<file path="config.mk">
export PLATFORM = sky130hd
export DESIGN_NAME = demux4_stream_flat
export DESIGN_NICKNAME = d
export VERILOG_FILES = /design/src/rtl/demux4_stream_if.sv /design/src/rtl/demux4_stream.sv /design/src/flat_wrapper.sv
export SDC_FILE = /design/constraint.sdc
export NUM_CORES = 1
export LEC_CHECK = 0
export ABC_CLOCK_PERIOD_IN_PS = 4140
export CAP_MARGIN = 5
export CORE_ASPECT_RATIO = 1.2
export CORE_MARGIN = 2
export CORE_UTILIZATION = 49
export CTS_CLUSTER_DIAMETER = 200
export DETAILED_ROUTE_END_ITERATION = 8
export GPL_TIMING_DRIVEN = 0
export PLACE_DENSITY = 0.95
export SYNTH_ARGS = -nofsm -noshare
export SYNTH_HDL_FRONTEND = slang
export SYNTH_SLANG_ARGS = --single-unit
</file>
<file path="constraint.sdc">
create_clock -name clk -period 4.14 [get_ports clk]
set_clock_uncertainty 0.2 [all_clocks]
set_input_delay 0.414 -clock clk [delete_from_list [all_inputs] [get_ports clk]]
set_output_delay 0.414 -clock clk [all_outputs]
set_load 0.02 [all_outputs]
</file>
<file path="src/rtl/demux4_stream_if.sv">
// Stream bundle for the 1:4 demultiplexer: one select-tagged input stream and four output channels.
// The producer/consumer side uses master; the demux uses slave.
interface demux4_stream_if #(
    parameter int unsigned WIDTH = 8
);
    logic                 in_valid;
    logic                 in_ready;
    logic [1:0]           in_sel;
    logic [WIDTH-1:0]     in_data;
    logic [3:0]           out_valid;
    logic [3:0]           out_ready;
    logic [4*WIDTH-1:0]   out_data;

    modport master (
        output in_valid, in_sel, in_data, out_ready,
        input  in_ready, out_valid, out_data
    );

    modport slave (
        input  in_valid, in_sel, in_data, out_ready,
        output in_ready, out_valid, out_data
    );
endinterface

</file>
<file path="src/rtl/demux4_stream.sv">
// 1:4 stream demultiplexer with a one-entry register per output channel.
// Only the selected channel gates in_ready, so a stalled consumer never blocks the others.
module demux4_stream #(
    parameter int unsigned WIDTH = 8,
    parameter int unsigned CNT_W = 16
) (
    input  logic              clk,
    input  logic              rst,
    demux4_stream_if.slave    s,
    output logic [CNT_W-1:0]  beat_cnt
);
    localparam int unsigned NCH = 4;

    logic [NCH-1:0]    valid_q;
    logic [WIDTH-1:0]  data_q [NCH];
    logic [CNT_W-1:0]  cnt_q;
    logic              rdy_c;
    logic              accept_c;
    logic [NCH-1:0]    load_c;
    logic [NCH-1:0]    pop_c;

    // Handshake decode: a slot can take a beat if empty or draining this cycle.
    always_comb begin
        load_c   = '0;
        rdy_c    = ~rst & (~valid_q[s.in_sel] | s.out_ready[s.in_sel]);
        accept_c = s.in_valid & rdy_c;
        pop_c    = valid_q & s.out_ready;
        if (accept_c) begin
            load_c[s.in_sel] = 1'b1;
        end
    end

    always_ff @(posedge clk) begin
        if (rst) begin
            valid_q <= '0;
            cnt_q   <= '0;
            for (int k = 0; k < NCH; k++) begin
                data_q[k] <= '0;
            end
        end else begin
            // A load wins over a pop so a drained slot refills without a bubble.
            for (int k = 0; k < NCH; k++) begin
                if (load_c[k]) begin
                    valid_q[k] <= 1'b1;
                    data_q[k]  <= s.in_data;
                end else if (pop_c[k]) begin
                    valid_q[k] <= 1'b0;
                end
            end
            if (accept_c) begin
                cnt_q <= cnt_q + CNT_W'(1);
            end
        end
    end

    always_comb begin
        s.out_data = '0;
        for (int k = 0; k < NCH; k++) begin
            s.out_data[k*WIDTH +: WIDTH] = data_q[k];
        end
    end

    assign s.in_ready  = rdy_c;
    assign s.out_valid = valid_q;
    assign beat_cnt    = cnt_q;

    // Previous-cycle snapshots used by the hold and routing checks below.
    logic [NCH-1:0]    chk_stall_q;
    logic [WIDTH-1:0]  chk_hold_q [NCH];
    logic              chk_acc_q;
    logic [1:0]        chk_sel_q;
    logic [WIDTH-1:0]  chk_data_q;

    always_ff @(posedge clk) begin
        if (rst) begin
            chk_stall_q <= '0;
            chk_acc_q   <= 1'b0;
        end else begin
            chk_stall_q <= valid_q & ~s.out_ready;
            chk_acc_q   <= accept_c;
        end
        chk_sel_q  <= s.in_sel;
        chk_data_q <= s.in_data;
        for (int k = 0; k < NCH; k++) begin
            chk_hold_q[k] <= data_q[k];
        end
    end

    always @(posedge clk) begin
        if (!rst) begin
            for (int k = 0; k < NCH; k++) begin
                if (chk_stall_q[k]) begin
                    a1_hold: assert (valid_q[k] && data_q[k] == chk_hold_q[k])
                        else $error("A1 ch%0d stalled beat changed at %0t", k, $time);
                end
            end
            if (chk_acc_q) begin
                a2_route: assert (valid_q[chk_sel_q] && data_q[chk_sel_q] == chk_data_q)
                    else $error("A2 ch%0d accepted beat not presented at %0t", chk_sel_q, $time);
            end
            if (s.in_valid) begin
                a4_sel_known: assert (!$isunknown(s.in_sel))
                    else $error("A4 ch%0d select unknown with valid at %0t", s.in_sel, $time);
            end
        end
    end

    a3_one_load: assert property (@(posedge clk) disable iff (rst) $onehot0(load_c))
        else $error("A3 ch-load vector %b not onehot0 at %0t", load_c, $time);

endmodule

</file>
<file path="src/flat_wrapper.sv">
// flat-port wrapper written by rule: the top's interface ports become plain ports
module demux4_stream_flat 
#(
    parameter int unsigned WIDTH = 8,
    parameter int unsigned CNT_W = 16
)
  (clk, rst, beat_cnt, s_in_valid, s_in_sel, s_in_data, s_out_ready, s_in_ready, s_out_valid, s_out_data);
  demux4_stream_if #(.WIDTH(WIDTH)) s_i ();
  input  logic clk;
  input  logic rst;
  output logic [CNT_W-1:0] beat_cnt;
  input wire logic [$bits(s_i.in_valid)-1:0] s_in_valid;
  input wire logic [$bits(s_i.in_sel)-1:0] s_in_sel;
  input wire logic [$bits(s_i.in_data)-1:0] s_in_data;
  input wire logic [$bits(s_i.out_ready)-1:0] s_out_ready;
  output wire logic [$bits(s_i.in_ready)-1:0] s_in_ready;
  output wire logic [$bits(s_i.out_valid)-1:0] s_out_valid;
  output wire logic [$bits(s_i.out_data)-1:0] s_out_data;
  assign s_i.in_valid = s_in_valid;
  assign s_i.in_sel = s_in_sel;
  assign s_i.in_data = s_in_data;
  assign s_i.out_ready = s_out_ready;
  assign s_in_ready = s_i.in_ready;
  assign s_out_valid = s_i.out_valid;
  assign s_out_data = s_i.out_data;
  demux4_stream #(.WIDTH(WIDTH), .CNT_W(CNT_W)) u_core (.clk(clk), .rst(rst), .s(s_i), .beat_cnt(beat_cnt));
endmodule
</file>
==> metrics.md, run 1 <==
| Metric | Value |
|---|---|
| Antenna fix cells | 0 |
| Core Box Area | 0.00429 mm2 |
| Hold Vio Cnt, Final | 0 |
| Status | completed |
| Max_slew headroom | 0.311 |
| Clock Power Share | 0.295 |
| Worst Setup Start Kind | input pin |
| Worst hold slack | 305 ps |
| Worst VDD drop | 243 uV |
| Final min period | 3380 ps |
| Final WS setup | 761 ps |
| # hold bufs at CTS | 0 |
| Port Buf Inserts | 69 |
| Longest Clk Path Bufs | 2 |
| Clock transition at the registers of the reported paths | 90 ps |
| Finish-stage setup viols | 0 |
| Grt ovf | 0 |
| Number of buffers added for setup after CTS | 0 |
| RD Place Congestion | 0.802 |
| Yosys warnings | 0 |
| Post-synthesis sequential area ratio | 0.619 |
| Switching Fraction | 0.233 |
| Syn Nets | 198 |
| Initial Util | 0.512 |
| I/O Pins | 70 |
| Crit-path max FO | 10 |
| Yosys reg bits | 52 |
| Post-cts repair resize count | 0 |
| First-pass GRT wire length | 7630 um |
| Clk_lat worst skew | 300 ps |
| Int Power | 0.000736 W |
| Clock Sinks | 52 |
| Slew @ Worst Pin | 1020 ps |
| Post-synth EDFFs | 32 |
| Die Y | 77.4 um |
| Library cells used by synthesis | 31 |
| Crit path kind | input pin to primary output |
| CTS tree | built |
| Max Cap Viol | 0 |
| ANT nets after route | 0 |
| Total power | 0.000959 W |
| CTS Root Cell | clkbuf_8 |
| Wire length per cell | 15.4 um |
| Comb power frac | 0.110 |
| H-tree lvl count | 2 |
| CTS Buf Count | 5 |
| Hold WC Path Type | flip-flop to flip-flop |
| DRC Markers | 0 |
| Worst reg2reg path endpoint | u_core.beat_cnt[3]$_SDFFE_PP0P_ |
| CP Data Required Time | 3530 ps |
| P_sw | 0.000223 W |
| Die X-Extent | 65.1 um |
| Final instance area | 0.00306 mm2 |
| Via count | 1706 |
| Total track usage | 0.199 |
| Via density | 5.43 |
| Reg2reg path depth | 6 |
| Final #Nets | 275 |
| Final max-slew violation count | 0 |
| Final WL | 4850 um |
| Leading area contributor after synthesis | edfxtp_1 |
| DRT Pass-1 Iters | 4 |
| Commonest cells post-synth | 32 x and2_1, 32 x edfxtp_1, 20 x dfxtp_1, 9 x a21oi_1, 9 x nor2_1 |
| Hold Path Sink | u_core.beat_cnt[15]$_SDFFE_PP0P_ |
| Synth top area share | 0.437 |
| # rows | 26 |
| Crit. End Element | primary output |
| Max Fclk | 296 MHz |
| Pre-CTS setup slack | 810 ps |
| Asr flop ratio synth | 0 |
| Die ar. | 0.00504 mm2 |
| Setup slack, reg-to-reg | 1970 ps |
| Vias in the first global route | 1573 |
| Placed inst area | 0.00296 mm2 |
| Hold path start | u_core.beat_cnt[15]$_SDFFE_PP0P_ |
| Seq pwr share | 0.595 |
| RR Startpoint | u_core.s.out_valid[2]$_SDFFE_PP0P_ |
| Area contributors post-synth | edfxtp_1 44%, dfxtp_1 18%, and2_1 9.1%, o31ai_1 2.4%, or4_1 2.4% |
| PwrDens | 313 mW/mm2 |
| Post-DP HPWL | 3590 um |
| Initial drt markers | 70 |
| WP data arrival | 2770 ps |
| Layout area overhead | 39.2% |
| Hold path cells | 2 |
| Post-synth top flop | edfxtp_1 |
| Initial antenna violation count | 0 |
| RSZ-0062 raised after global routing | false |
| Synth Cell Area | 0.00220 mm2 |
| Synth Instances | 180 |
| Largest net degree at the start of global routing | 17 |
| Final Cycle Share | 0.816 |
| Final setup TNS | 0 ps |
| Share of cells above drive strength 1 | 0.0853 |
| Syn_area_per_cell | 12.2 um2 |
| Leakage power | 1.05 nW |
==> sequential cells by signal (all words and copies together) (netlist names) <==
register            flops
u_core.data_q          32
u_core.s.out_valid      4
u_core.beat_cnt        16
==> logic make-up after synthesis <==
| kind of cell | share of synthesized area |
|---|---|
| mux | 0.0205 |
| flops | 0.619 |
| simple gates | 0.233 |
| buf+inv | 0.0296 |
| fa+ha+maj | 0.00569 |
| compound gates | 0.0922 |
==> layer usage <==
metal,share of wire,up-vias,wire [um],track usage
met5,0,-,0,0
met4,0.018,0,86,0.0688
met3,0.079,11,383,0.0522
met2,0.51,80,2490,0.340
met1,0.39,792,1890,0.242
li1,-,823,-,-
==> worst max-delay path, stage by stage <==
cell and delay (ps):
clkdlybuf4s50_1 580, mux4_2 600, buf_6 170, clkbuf_1 230, nor2_1 150, clkdlybuf4s50_1 620
==> per-stage QoR <==
stage / util / instances
floorplan: - / 180
global placement: 0.689 / 305
detailed placement: 0.689 / 305
CTS: 0.710 / 313
global route: 0.712 / 314
finish: 0.712 / 314
==> power by group through the flow <==
stage / clock [W] / sequential, W / combinational, W
2_1_floorplan: 0 / 0.000603 / 0.0000252
3_3_place_gp: 0 / 0.000582 / 0.000103
3_5_place_dp: 0 / 0.000583 / 0.000105
4_1_cts: 0.000287 / 0.000571 / 0.000106
5_1_grt: 0.000309 / 0.000572 / 0.000113
6_report: 0.000283 / 0.000570 / 0.000106
==> worst max path at each step <==
stage	start	slack (ps)	cells after the start	to
after floorplan	u_core.s.out_valid[2]$_SDFFE_PP0P_	1900	5	s_in_ready
after global placement	s_in_sel[1]	820	6	s_in_ready
after detailed placement	s_in_sel[1]	810	6	s_in_ready
after CTS	s_in_sel[1]	790	6	s_in_ready
after global routing	s_in_sel[1]	640	6	s_in_ready
final	s_in_sel[1]	760	6	s_in_ready
==> layout make-up <==
class | count | area (um2)
clock inverter | 2 | 16.3
sequential | 52 | 1360
clock buffer | 6 | 72.6
multi-input combinational | 113 | 778
tap | 56 | 70.1
buffer | 9 | 42.5
fill | 319 | 1230
inverter | 6 | 22.5
timing repair buffer | 70 | 696
==> layout by cell type (no fill, tap or decap), types with 4 or more instances in the layout <==
cell type        instances
dfxtp_1                 20
o311ai_0                 5
or2_2                    4
nor2_1                   9
and2_1                  32
nand3_1                  5
edfxtp_1                32
a21oi_1                  9
inv_1                    6
clkbuf_1                 7
o41ai_1                  5
clkdlybuf4s50_1         69
or3_1                    4
clkbuf_8                 5
o31ai_1                  7
or4_1                    7
Note: power is estimated with default switching activity, not from simulation.
==> inputs of run 2 (changes only) <==
--- a/config.mk
+++ b/config.mk
@@ -5,15 +5,15 @@
 export SDC_FILE = /design/constraint.sdc
 export NUM_CORES = 1
 export LEC_CHECK = 0
-export ABC_CLOCK_PERIOD_IN_PS = 4140
+export ABC_CLOCK_PERIOD_IN_PS = 2980
 export CAP_MARGIN = 5
 export CORE_ASPECT_RATIO = 1.2
 export CORE_MARGIN = 2
-export CORE_UTILIZATION = 49
+export CORE_UTILIZATION = 41
 export CTS_CLUSTER_DIAMETER = 200
 export DETAILED_ROUTE_END_ITERATION = 8
 export GPL_TIMING_DRIVEN = 0
-export PLACE_DENSITY = 0.95
+export PLACE_DENSITY = 0.87
 export SYNTH_ARGS = -nofsm -noshare
 export SYNTH_HDL_FRONTEND = slang
 export SYNTH_SLANG_ARGS = --single-unit
==> constraint.sdc (replaced) <==
create_clock -name clk -period 2.98 [get_ports clk]
set_clock_uncertainty 0.2 [all_clocks]
set_input_delay 0.298 -clock clk [delete_from_list [all_inputs] [get_ports clk]]
set_output_delay 0.298 -clock clk [all_outputs]
set_load 0.02 [all_outputs]
==> metrics.md, run 2 (synthesis gave the netlist of run 1 again) <==
| Metric | Value |
|---|---|
| Commonest non-fill, non-tap cell in the layout | clkdlybuf4s50_1 (unchanged) |
| Max Cap Viol | 0 (unchanged) |
| Initial Util | 0.421 (was 0.512) |
| Die Y | 84.2 um (was 77.4 um) |
| Final WL | 4920 um (was 4850 um) |
| Hold WC Path Type | flip-flop to flip-flop (unchanged) |
| Setup slack, reg-to-reg | 620 ps (was 1970 ps) |
| Most frequent cells in the layout | 68 x clkdlybuf4s50_1, 32 x and2_1, 32 x edfxtp_1 (was 69 x clkdlybuf4s50_1, 32 x and2_1, 32 x edfxtp_1) |
| Layout area overhead | 39.2% (unchanged) |
| PwrDens | 435 mW/mm2 (was 313 mW/mm2) |
| Hold Vio Cnt, Final | 0 (unchanged) |
| First-pass GRT wire length | 7820 um (was 7630 um) |
| Reg2reg path depth | 3 (was 6) |
| Final Cycle Share | 0.944 |
| Hold path cells | 2 (unchanged) |
| Final #Nets | 275 (unchanged) |
| CTS tree | built (unchanged) |
| Most flops, register | u_core.data_q (unchanged) |
| Largest register FFs | 32 (unchanged) |
| Total power | 0.00133 W (was 0.000959 W) |
| Largest net degree at the start of global routing | 17 (unchanged) |
| Die ar. | 0.00597 mm2 (was 0.00504 mm2) |
| Final max-slew violation count | 0 (unchanged) |
| Die X-Extent | 70.8 um (was 65.1 um) |
| DRT Pass-1 Iters | 4 (unchanged) |
| Crit. End Element | primary output (unchanged) |
| Grt ovf | 0 (unchanged) |
| Finish-stage setup viols | 0 (unchanged) |
| CP Data Required Time | 2480 ps (was 3530 ps) |
| Post-route insts no fill | 320 (was 314) |
| WP data arrival | 2310 ps (was 2770 ps) |
| Hold Path Sink | u_core.beat_cnt[8]$_SDFFE_PP0P_ (was u_core.beat_cnt[15]$_SDFFE_PP0P_) |
| Number of buffers added for setup after CTS | 0 (unchanged) |
| Vias in the first global route | 1566 (was 1573) |
| I/O Pins | 70 (unchanged) |
| RR Startpoint | u_core.s.out_valid[1]$_SDFFE_PP0P_ (was u_core.s.out_valid[2]$_SDFFE_PP0P_) |
| CP startpoint | s_in_sel[1] (unchanged) |
| CTS Root Cell | clkbuf_8 (unchanged) |
| DRC Markers | 0 (unchanged) |
| Clock transition at the registers of the reported paths | 100 ps (was 90 ps) |
| Via density | 5.35 (was 5.43) |
| Via count | 1712 (was 1706) |
| ANT nets after route | 0 (unchanged) |
| RD Place Congestion | 0.801 (was 0.802) |
| Antenna fix cells | 0 (unchanged) |
| Max_slew headroom | 0.167 (was 0.311) |
| Initial antenna violation count | 0 (unchanged) |
| Total track usage | 0.167 (was 0.199) |
| Initial drt markers | 140 (was 70) |
| Worst reg2reg path endpoint | u_core.data_q[1][2]$_SDFFCE_PN0P_ (was u_core.beat_cnt[3]$_SDFFE_PP0P_) |
| Max Fclk | 356 MHz |
| Final min period | 2810 ps |
| Status | completed (unchanged) |
| Post-DP HPWL | 3700 um (was 3590 um) |
| Crit-path max FO | 10 (unchanged) |
| Longest Clk Path Bufs | 2 (unchanged) |
| RSZ-0062 raised after global routing | false (unchanged) |
| Leakage power | 1.05 nW (about the same) |
| Share of cells above drive strength 1 | 0.0814 (was 0.0853) |
| CTS Buf Count | 5 (unchanged) |
| Core Box Area | 0.00523 mm2 (was 0.00429 mm2) |
| Placed inst area | 0.00297 mm2 (was 0.00296 mm2) |
| Worst hold slack | 297 ps (was 305 ps) |
| Port Buf Inserts | 69 (unchanged) |
| Clock Sinks | 52 (unchanged) |
| Placed Cells | 311 (was 305) |
| Final instance area | 0.00306 mm2 (unchanged) |
| # rows | 29 (was 26) |
| Clk_lat worst skew | 300 ps (about the same) |
| Hold path start | u_core.beat_cnt[8]$_SDFFE_PP0P_ (was u_core.beat_cnt[15]$_SDFFE_PP0P_) |
| Worst Setup Start Kind | input pin (unchanged) |
| Slew @ Worst Pin | 1230 ps (was 1020 ps) |
| Crit path kind | input pin to primary output (unchanged) |
| Worst VDD drop | 260 uV (was 243 uV) |
| H-tree lvl count | 2 (unchanged) |
| Wire length per cell | 15.4 um (about the same) |
## run 2: changes by cell type in the layout (fill, tap and decap cells not counted)
cell	delta
clkdlybuf4s50_1	-1
dlygate4sd2_1	+1
nor4b_1	+1
nor4b_2	-1
## run 2: metrics by stage
stage | util | worst slack [ps] | setup TNS, ps
2_1_floorplan | - | 852 | 0
3_3_place_gp | 0.568 | -83.9 | -83.9
3_5_place_dp | 0.568 | -92.1 | -481
4_1_cts | 0.585 | 174 | 0
5_1_grt | 0.585 | 80.4 | 0
6_report | 0.585 | 168 | 0
## run 2: metal layers
metal | up-vias | GRT usage | part of all wire
met4 | 0 | 0.0497 | 0.0067
met3 | 4 | 0.0384 | 0.080
met2 | 86 | 0.292 | 0.51
li1 | 820 | - | -
met1 | 802 | 0.203 | 0.41
met5 | - | 0 | 0
## run 2: worst max-delay path by stage
| stage | cells after the start | end |
|---|---|---|
| finish | 6 | s_in_ready |
| global route | 6 | s_in_ready |
| detailed placement | 6 | s_in_ready |
| floorplan | 5 | s_in_ready |
| global placement | 6 | s_in_ready |
| CTS | 6 | s_in_ready |
## run 2: power by group
group	leakage, nW	total (W)	internal (W)	switching (W)
sequential	0.505	0.000792	0.000784	0.00000784
clock	0.0414	0.000393	0.000167	0.000226
combinational	0.507	0.000146	0.0000695	0.0000768
## run 2: layout make-up
class | instances | area (um2)
Sequential cell | 52 | 1360
Inverter | 6 | 22.5
Tap cell | 62 | 77.6
Timing Repair Buffer | 70 | 694
Buffer | 9 | 42.5
Clock inverter | 2 | 16.3
Fill cell | 448 | 2170
Clock buffer | 6 | 72.6
Multi-Input combinational cell | 113 | 772
## run 2: what timing repair did
| item | in CTS | in global routing |
|---|---|---|
| endpoints found under the setup margin | 1 | 0 |
| gates resized for setup | 1 | 0 |
| hold buffers | 0 | 0 |
## run 2: worst max-delay path, stage by stage
cell and delay [ps]:
clkdlybuf4s50_1 560, mux4_2 590, buf_6 170, clkbuf_1 220, nor2_1 140, dlygate4sd2_1 340
==> inputs of run 3 (changes only) <==
--- a/config.mk
+++ b/config.mk
@@ -14,6 +14,7 @@
 export DETAILED_ROUTE_END_ITERATION = 8
 export GPL_TIMING_DRIVEN = 0
 export PLACE_DENSITY = 0.87
+export SLEW_MARGIN = 20
 export SYNTH_ARGS = -nofsm -noshare
 export SYNTH_HDL_FRONTEND = slang
 export SYNTH_SLANG_ARGS = --single-unit
==> metrics.md, run 3 (synthesis gave the netlist of run 1 again) <==
| Metric | Value |
|---|---|
| Initial Util | 0.421 (unchanged) |
| CP Data Required Time | 2480 ps (about the same) |
| Die ar. | 0.00597 mm2 (unchanged) |
| Antenna fix cells | 0 (unchanged) |
| Clk_lat worst skew | 300 ps (about the same) |
| Fill count | 432 (was 448) |
| Layout area overhead | 39.8% (was 39.2%) |
| Grt ovf | 0 (unchanged) |
| WP data arrival | 2360 ps (was 2310 ps) |
| Share of cells above drive strength 1 | 0.0895 (was 0.0814) |
| Final max-slew violation count | 0 (unchanged) |
| Largest register FFs | 32 (unchanged) |
| Post-route insts no fill | 319 (was 320) |
| Via count | 1711 (was 1712) |
| CTS Buf Count | 5 (unchanged) |
| Initial drt markers | 139 (was 140) |
| CTS tree | built (unchanged) |
| Max Fclk | 350 MHz (was 356 MHz) |
| First-pass GRT wire length | 7800 um (was 7820 um) |
| Initial antenna violation count | 0 (unchanged) |
| Most flops, register | u_core.data_q (unchanged) |
| Leakage power | 1.05 nW (about the same) |
| Post-DP HPWL | 3710 um (was 3700 um) |
| Max Cap Viol | 0 (unchanged) |
| Die X-Extent | 70.8 um (unchanged) |
| DRC Markers | 0 (unchanged) |
| Total track usage | 0.168 (was 0.167) |
| Clock Sinks | 52 (unchanged) |
| Final Cycle Share | 0.959 (was 0.944) |
| PwrDens | 436 mW/mm2 (was 435 mW/mm2) |
| Hold WC Path Type | flip-flop to flip-flop (unchanged) |
| # rows | 29 (unchanged) |
| Wire length per cell | 15.7 um (was 15.4 um) |
| Longest Clk Path Bufs | 2 (unchanged) |
| Crit-path max FO | 10 (unchanged) |
| Die Y | 84.2 um (unchanged) |
| Max_slew headroom | 0.506 (was 0.167) |
| Final min period | 2860 ps (was 2810 ps) |
| Via density | 5.36 (was 5.35) |
| Crit path kind | input pin to primary output (unchanged) |
| Commonest non-fill, non-tap cell in the layout | clkdlybuf4s50_1 (unchanged) |
| # hold bufs at CTS | 0 (unchanged) |
| Pre-CTS setup slack | -88.7 ps (was -92.1 ps) |
| Vias in the first global route | 1532 (was 1566) |
| Core Box Area | 0.00523 mm2 (unchanged) |
| Placed Cells | 311 (unchanged) |
| Final #Nets | 274 (was 275) |
| Final WL | 5010 um (was 4920 um) |
| Worst Setup Start Kind | input pin (unchanged) |
| Most frequent cells in the layout | 68 x clkdlybuf4s50_1, 32 x and2_1, 32 x edfxtp_1 (unchanged) |
| I/O Pins | 70 (unchanged) |
| Finish-stage setup viols | 0 (unchanged) |
| Status | completed (unchanged) |
| Crit. End Element | primary output (unchanged) |
| Worst VDD drop | 292 uV (was 260 uV) |
| Port Buf Inserts | 69 (unchanged) |
| Hold Vio Cnt, Final | 0 (unchanged) |
| DRT Pass-1 Iters | 6 (was 4) |
| Largest net degree at the start of global routing | 17 (unchanged) |
| ANT nets after route | 0 (unchanged) |
| Final setup TNS | 0 ps (unchanged) |
| CTS Root Cell | clkbuf_8 (unchanged) |
| H-tree lvl count | 2 (unchanged) |
| RD Place Congestion | 0.801 (unchanged) |
| Post-cts repair resize count | 1 (unchanged) |
| Final WS setup | 121 ps (was 168 ps) |
| Number of buffers added for setup after CTS | 0 (unchanged) |
| Clock transition at the registers of the reported paths | 100 ps (about the same) |
| RSZ-0062 raised after global routing | false (unchanged) |
| Final design utilization | 0.588 (was 0.585) |
| Worst hold slack | 304 ps (was 297 ps) |
| Slew @ Worst Pin | 735 ps (was 1230 ps) |
==> run 3: cell types whose count changed in the layout (fill, tap and decap cells not counted), sizes merged <==
cell / before / now
clkbuf: 13 / 12
==> run 3: metrics by stage <==
step | cell area [um2] | total power (W)
after detailed placement | 2970 | 0.000957
final | 3070 | 0.00134
after floorplan | 2200 | 0.000872
after global routing | 3070 | 0.00138
after CTS | 3060 | 0.00134
after global placement | 2970 | 0.000952
==> run 3: layout make-up <==
type                       instances  area (um2)  share of cell area
sequential                        52        1360               0.443
multi-input combinational        113         791               0.257
timing repair buffer              69         689               0.224
tap                               62        77.6              0.0252
clock buffer                       6        72.6              0.0236
buffer                             9        42.5              0.0138
inverter                           6        22.5             0.00733
clock inverter                     2        16.3             0.00529
==> run 3: final timing paths <==
path | slack (ps) | cells after the start | start | to
setup / recovery | 120 | 6 | s_in_sel[1] | s_in_ready
hold / removal | 300 | 2 | u_core.beat_cnt[8]$_SDFFE_PP0P_ | u_core.beat_cnt[8]$_SDFFE_PP0P_
setup reg to reg | 820 | 6 | u_core.s.out_valid[2]$_SDFFE_PP0P_ | u_core.beat_cnt[2]$_SDFFE_PP0P_
hold reg to reg | 300 | 2 | u_core.beat_cnt[8]$_SDFFE_PP0P_ | u_core.beat_cnt[8]$_SDFFE_PP0P_
==> run 3: critical path: stages <==
cell and delay (ps):
clkdlybuf4s50_1 590, mux4_2 600, buf_6 170, clkbuf_1 220, nor2_1 140, dlygate4sd2_1 340
==> run 3: layer usage <==
layer,vias up,global-route usage,routed length (um)
met4,0,0.0463,61
met3,7,0.0456,399
li1,817,-,-
met1,807,0.203,2070
met5,-,0,0
met2,80,0.293,2480
==> run 3: power by group <==
group          switching [W]  internal, W  total (W)
Clock               0.000232     0.000167   0.000399
Combinational      0.0000787    0.0000698   0.000149
Sequential        0.00000773     0.000784   0.000792
Total               0.000318      0.00102    0.00134
